### src/rtl/master_alu_core.sv
// Single-cycle conditional ALU: evaluates the condition code against the incoming flags,
// computes the selected operation and registers Result, New_Flag and Executed.
module master_alu_core #(
    parameter int DATA_W = 32
) (
    input  logic                     Clk,
    input  logic                     Reset,
    input  logic signed [DATA_W-1:0] Reg1,
    input  logic signed [DATA_W-1:0] Reg2,
    input  logic        [4:0]        IV,
    input  logic        [3:0]        OpCode,
    input  logic        [3:0]        Cond,
    input  logic                     S,
    input  logic        [3:0]        Flag,
    output logic signed [DATA_W-1:0] Result,
    output logic        [3:0]        New_Flag,
    output logic                     Executed
);

    typedef enum logic [3:0] {
        OP_ADD = 4'd0, OP_SUB = 4'd1, OP_MUL = 4'd2,  OP_ORR = 4'd3,
        OP_AND = 4'd4, OP_EOR = 4'd5, OP_MOV = 4'd6,  OP_LSR = 4'd7,
        OP_LSL = 4'd8, OP_ROR = 4'd9, OP_LDR = 4'd10, OP_STR = 4'd11,
        OP_CMP = 4'd12
    } op_e;

    logic [DATA_W-1:0] result_q, result_d;
    logic [3:0]        flags_q, flags_d;
    logic              executed_q, executed_d;

    logic              flg_n, flg_z, flg_c, flg_v;
    logic              cond_pass;
    logic [DATA_W:0]   add_full;
    logic [DATA_W-1:0] sub_diff;
    logic              add_v, sub_v, sub_c;
    logic [DATA_W:0]   lsl_full;
    logic [DATA_W:0]   lsr_full;
    logic [2*DATA_W-1:0] ror_full;
    logic [DATA_W-1:0] op_val;
    logic [1:0]        op_cv;
    logic              wr_res, wr_flg;

    assign {flg_n, flg_z, flg_c, flg_v} = Flag;

    always_comb begin
        cond_pass = 1'b0;
        case (Cond)
            4'd0:  cond_pass = flg_z;
            4'd1:  cond_pass = !flg_z;
            4'd2:  cond_pass = flg_c;
            4'd3:  cond_pass = !flg_c;
            4'd4:  cond_pass = flg_n;
            4'd5:  cond_pass = !flg_n;
            4'd6:  cond_pass = flg_v;
            4'd7:  cond_pass = !flg_v;
            4'd8:  cond_pass = flg_c && !flg_z;
            4'd9:  cond_pass = !flg_c || flg_z;
            4'd10: cond_pass = (flg_n == flg_v);
            4'd11: cond_pass = (flg_n != flg_v);
            4'd12: cond_pass = !flg_z && (flg_n == flg_v);
            4'd13: cond_pass = flg_z || (flg_n != flg_v);
            4'd14: cond_pass = 1'b1;
            default: cond_pass = 1'b0;
        endcase
    end

    // Shifts use a widened operand so the last bit shifted out lands in a fixed position.
    assign add_full = {1'b0, Reg1} + {1'b0, Reg2};
    assign sub_diff = Reg1 - Reg2;
    assign sub_c    = ($unsigned(Reg1) >= $unsigned(Reg2));
    assign add_v    = (Reg1[DATA_W-1] == Reg2[DATA_W-1]) && (add_full[DATA_W-1] != Reg1[DATA_W-1]);
    assign sub_v    = (Reg1[DATA_W-1] != Reg2[DATA_W-1]) && (sub_diff[DATA_W-1] != Reg1[DATA_W-1]);
    assign lsl_full = {1'b0, Reg1} << IV;
    assign lsr_full = {Reg1, 1'b0} >> IV;
    assign ror_full = {Reg1, Reg1} >> IV;

    // NOTE: every always_comb output gets a default first so no path can infer a latch.
    always_comb begin
        op_val     = '0;
        op_cv      = {flg_c, flg_v};
        wr_res     = 1'b0;
        wr_flg     = 1'b0;
        result_d   = result_q;
        flags_d    = Flag;
        executed_d = 1'b0;

        case (OpCode)
            OP_ADD: begin op_val = add_full[DATA_W-1:0]; op_cv = {add_full[DATA_W], add_v}; wr_res = 1'b1; wr_flg = S; end
            OP_SUB: begin op_val = sub_diff; op_cv = {sub_c, sub_v}; wr_res = 1'b1; wr_flg = S; end
            OP_MUL: begin op_val = Reg1 * Reg2;  wr_res = 1'b1; wr_flg = S; end
            OP_ORR: begin op_val = Reg1 | Reg2;  wr_res = 1'b1; wr_flg = S; end
            OP_AND: begin op_val = Reg1 & Reg2;  wr_res = 1'b1; wr_flg = S; end
            OP_EOR: begin op_val = Reg1 ^ Reg2;  wr_res = 1'b1; wr_flg = S; end
            OP_MOV: begin op_val = Reg2;         wr_res = 1'b1; wr_flg = S; end
            OP_LSR: begin
                op_val = lsr_full[DATA_W:1];
                op_cv  = {(IV == 5'd0) ? flg_c : lsr_full[0], flg_v};
                wr_res = 1'b1; wr_flg = S;
            end
            OP_LSL: begin
                op_val = lsl_full[DATA_W-1:0];
                op_cv  = {(IV == 5'd0) ? flg_c : lsl_full[DATA_W], flg_v};
                wr_res = 1'b1; wr_flg = S;
            end
            OP_ROR: begin
                op_val = ror_full[DATA_W-1:0];
                op_cv  = {(IV == 5'd0) ? flg_c : ror_full[DATA_W-1], flg_v};
                wr_res = 1'b1; wr_flg = S;
            end
            OP_LDR, OP_STR: begin op_val = Reg1 + {{(DATA_W-5){1'b0}}, IV}; wr_res = 1'b1; end
            OP_CMP: begin op_val = sub_diff; op_cv = {sub_c, sub_v}; wr_flg = 1'b1; end
            default: ;
        endcase

        if (cond_pass && (OpCode <= OP_CMP)) begin
            executed_d = 1'b1;
            if (wr_res) result_d = op_val;
            if (wr_flg) flags_d  = {op_val[DATA_W-1], ~|op_val, op_cv};
        end
    end

    // NOTE: sequential state uses non-blocking assignments so all registers update together.
    always_ff @(posedge Clk or posedge Reset) begin
        if (Reset) begin
            result_q   <= '0;
            flags_q    <= '0;
            executed_q <= 1'b0;
        end else begin
            result_q   <= result_d;
            flags_q    <= flags_d;
            executed_q <= executed_d;
        end
    end

    assign Result   = result_q;
    assign New_Flag = flags_q;
    assign Executed = executed_q;

endmodule

### config.mk
export PLATFORM = sky130hd
export DESIGN_NAME = master_alu_core
export DESIGN_NICKNAME = d
export VERILOG_FILES = /design/src/rtl/master_alu_core.sv
export SDC_FILE = /design/constraint.sdc
export NUM_CORES = 2
export LEC_CHECK = 0
export CORE_MARGIN = 1.5
export CORE_UTILIZATION = 32
export DETAILED_ROUTE_END_ITERATION = 8
export HOLD_SLACK_MARGIN = 0.06
export RECOVER_POWER = 100
export REMOVE_ABC_BUFFERS = 1
export SLEW_MARGIN = 30
export SYNTH_ARGS = -nofsm -noshare
export SYNTH_HDL_FRONTEND = slang
export SYNTH_SLANG_ARGS = --single-unit
### constraint.sdc
create_clock -name Clk -period 1.4 [get_ports Clk]
set_clock_uncertainty 0.1 [all_clocks]
set_input_delay 0.28 -clock Clk [delete_from_list [all_inputs] [get_ports Clk]]
set_output_delay 0.28 -clock Clk [all_outputs]
set_load 0.1 [all_outputs]
==> results.cfg <==
[outcome]
status = finished with violations
violations = negative setup slack

[setup_path]
required_ps = 1480
cpPeakStageDelay_ps = 570
critical_path_class = in2reg
slowest_stage = fa_1
reg2regPathDepth = 1
reg2reg_to = Result[31]
r2r_setup_slack_ps = 430
crit_fanout = 4
cp_common_cell = fa_1
cp-start-kind = input port
rr_startpoint = Result[31]
cp-end-kind = flip-flop
arrival_ps = 7850

[sta]
finalHoldViolations = 0
timing.fmax_mhz = 129
final.setup.tns_ps = -171040
slew_headroom_pct = 32.4
timing.hold.ws_ps = 318
min_period_ps = 7770
slew_violations = 0
worst_slew_pin_slew_ps = 1010
rsz0062_at_grt = true
post-route-period-util_pct = 555
worst_slack_ps = -6370
setup-violations-final = 37

[synth]
synth_edf_count = 0
synth_seq_cells = 37
synth_cells = 3734
synthTopCellsByArea = fa_1, ha_1, nor2_1, inv_1, nand2_1
yosysWarnings = 0
synthArstFlopShare_pct = 100
synth_area_sq_um = 29400
synth_top_area_share_pct = 28.0
postSynthAreaPerCell_sq_um = 7.88
synth-seq-area-share_pct = 3.15
yosys.area.top_type = fa_1
ys_types = 94
synth-main-ff-cell = dfrtp_1

[clocking]
cts_tree = yes
path_clk_slew_ps = 60
clock_latency_ps = 270
clockRootBuffer = clkbuf_16
cts_hold_buf = 0
clock_sinks = 37
cts-buffers-inserted = 5
h-tree-depth = 2
cts.path.max_buffers = 2

[detailed_routing]
post_drt_via_cell_ratio = 5.82
drtAntennaViolNets = 0
drc = 0
vias = 35600
avgRoutedWirePerCell_microns = 30.3
wirelength_mm = 185
drtIter0Drc = 5089
dr.pass1.iters = 7

[placed_design]
gp_congestion = 1.13
dpl.hpwl_mm = 155
portBuffers = 120

[min_path]
min_to = New_Flag[3]
min_from = Flag[3]
hp-class = in2reg
hold_path_depth = 3

[die]
die_area_sq_um = 93800
fp.dieW_microns = 306
die_h_microns = 306
row_count = 111
core_area_sq_um = 91400
start_util_pct = 32.2
ios = 121

[layout]
layout_commonest_cell = buf_4
nNetsFinal = 5668
drive_gt1_share_pct = 42.8
final_cell_mix = buf_4, nor2_1, inv_1, fa_1, nand2_1
area_growth_pct = 56.1

[grt]
overflow = 0
grt_pass1_vias = 35500
grt_use_total_pct = 38.4
grt_pass1_wl_mm = 257
antenna_found_initial = 6
grt_max_degree = 38

[flow_run]
maxCapViolCount = 0
## cells in the mapped netlist, drive strengths merged, types with 37 or more instances
| cell | n |
|---|---|
| nor2 | 549 |
| inv | 519 |
| fa | 411 |
| nand2 | 356 |
| ha | 252 |
| clkbuf | 185 |
| a21oi | 150 |
| o21ai | 121 |
| xnor2 | 106 |
| buf | 92 |
| mux2i | 74 |
| mux4 | 57 |
| nor3 | 57 |
| mux2 | 49 |
| a211oi | 48 |
| nand3 | 46 |
| dfrtp | 37 |
## logic make-up (layout without fill, tap and decap cells)
kind of cell             Yosys count  in the layout  share of synthesized area (%)
XOR/XNOR                         126            126                           3.75
multiplexers                     180            180                           8.77
AO/OA/AOI/OAI                    719            719                           16.9
adder cells (fa/ha/maj)          663            663                           38.7
flip-flops                        37             37                           3.15
buffers and inverters            806           1994                           10.8
AND/OR/NAND/NOR                 1203           1203                           18.0
other                              0              4                              0
## per-layer routing
layer,GRT usage (%),part of all wire [%],vias up
met1,51.7,39,17600
met4,19.1,6.9,6
met3,10.7,13,571
li1,-,-,15000
met2,56.2,41,2428
met5,0,0.022,-
## registers in the layout, summed over array words and instances, names as in the netlist
| signal | count |
|---|---|
| Result | 32 |
| New_Flag | 4 |
| Executed | 1 |
## worst max path at each step
| stage | start | end |
|---|---|---|
| floorplan | Reg2[2] | New_Flag[2] |
| detailed placement | Reg1[7] | New_Flag[2] |
| global placement | Reg1[8] | New_Flag[2] |
| CTS | Reg1[24] | New_Flag[2] |
| global route | Reg2[2] | New_Flag[2] |
| finish | Reg2[2] | New_Flag[2] |
## per-stage QoR
step                utilization [%]  cells  setup WS [ps]  instance area, sq um
global placement               45.1   5975          -7720                 41200
global route                   50.3   6108          -6560                 45900
floorplan                         -   3457          -6160                 28200
detailed placement             45.1   5975          -7750                 41200
CTS                            48.7   6050          -6430                 44500
finish                         50.3   6112          -6370                 45900
## area by class of cell
type	instances	area, sq um
fill	8893	45400
multi-input combinational	2891	28200
timing repair buffer	1457	13000
inverter	529	2170
tap	1186	1480
sequential	37	926
clock buffer	6	129
clock inverter	2	10.0
antenna	4	10.0
## timing repair
action / 4_1_cts / 5_1_grt
setup buffers: 78 / 72
pin swaps: 186 / 215
setup endpoints to repair: 37 / 37
resized for setup: 739 / 458
cloned: 1 / 3
## critical path: cells and delay by family
family / cells / cell delay (ps)
compound gates: 8 / 1570
xor+xnor: 1 / 220
fa+ha+maj: 9 / 4260
buf+inv: 9 / 850
simple gates: 4 / 660
Power is not shown: default switching activity piles up to over one toggle a cycle in this logic, so the estimate is an artifact.
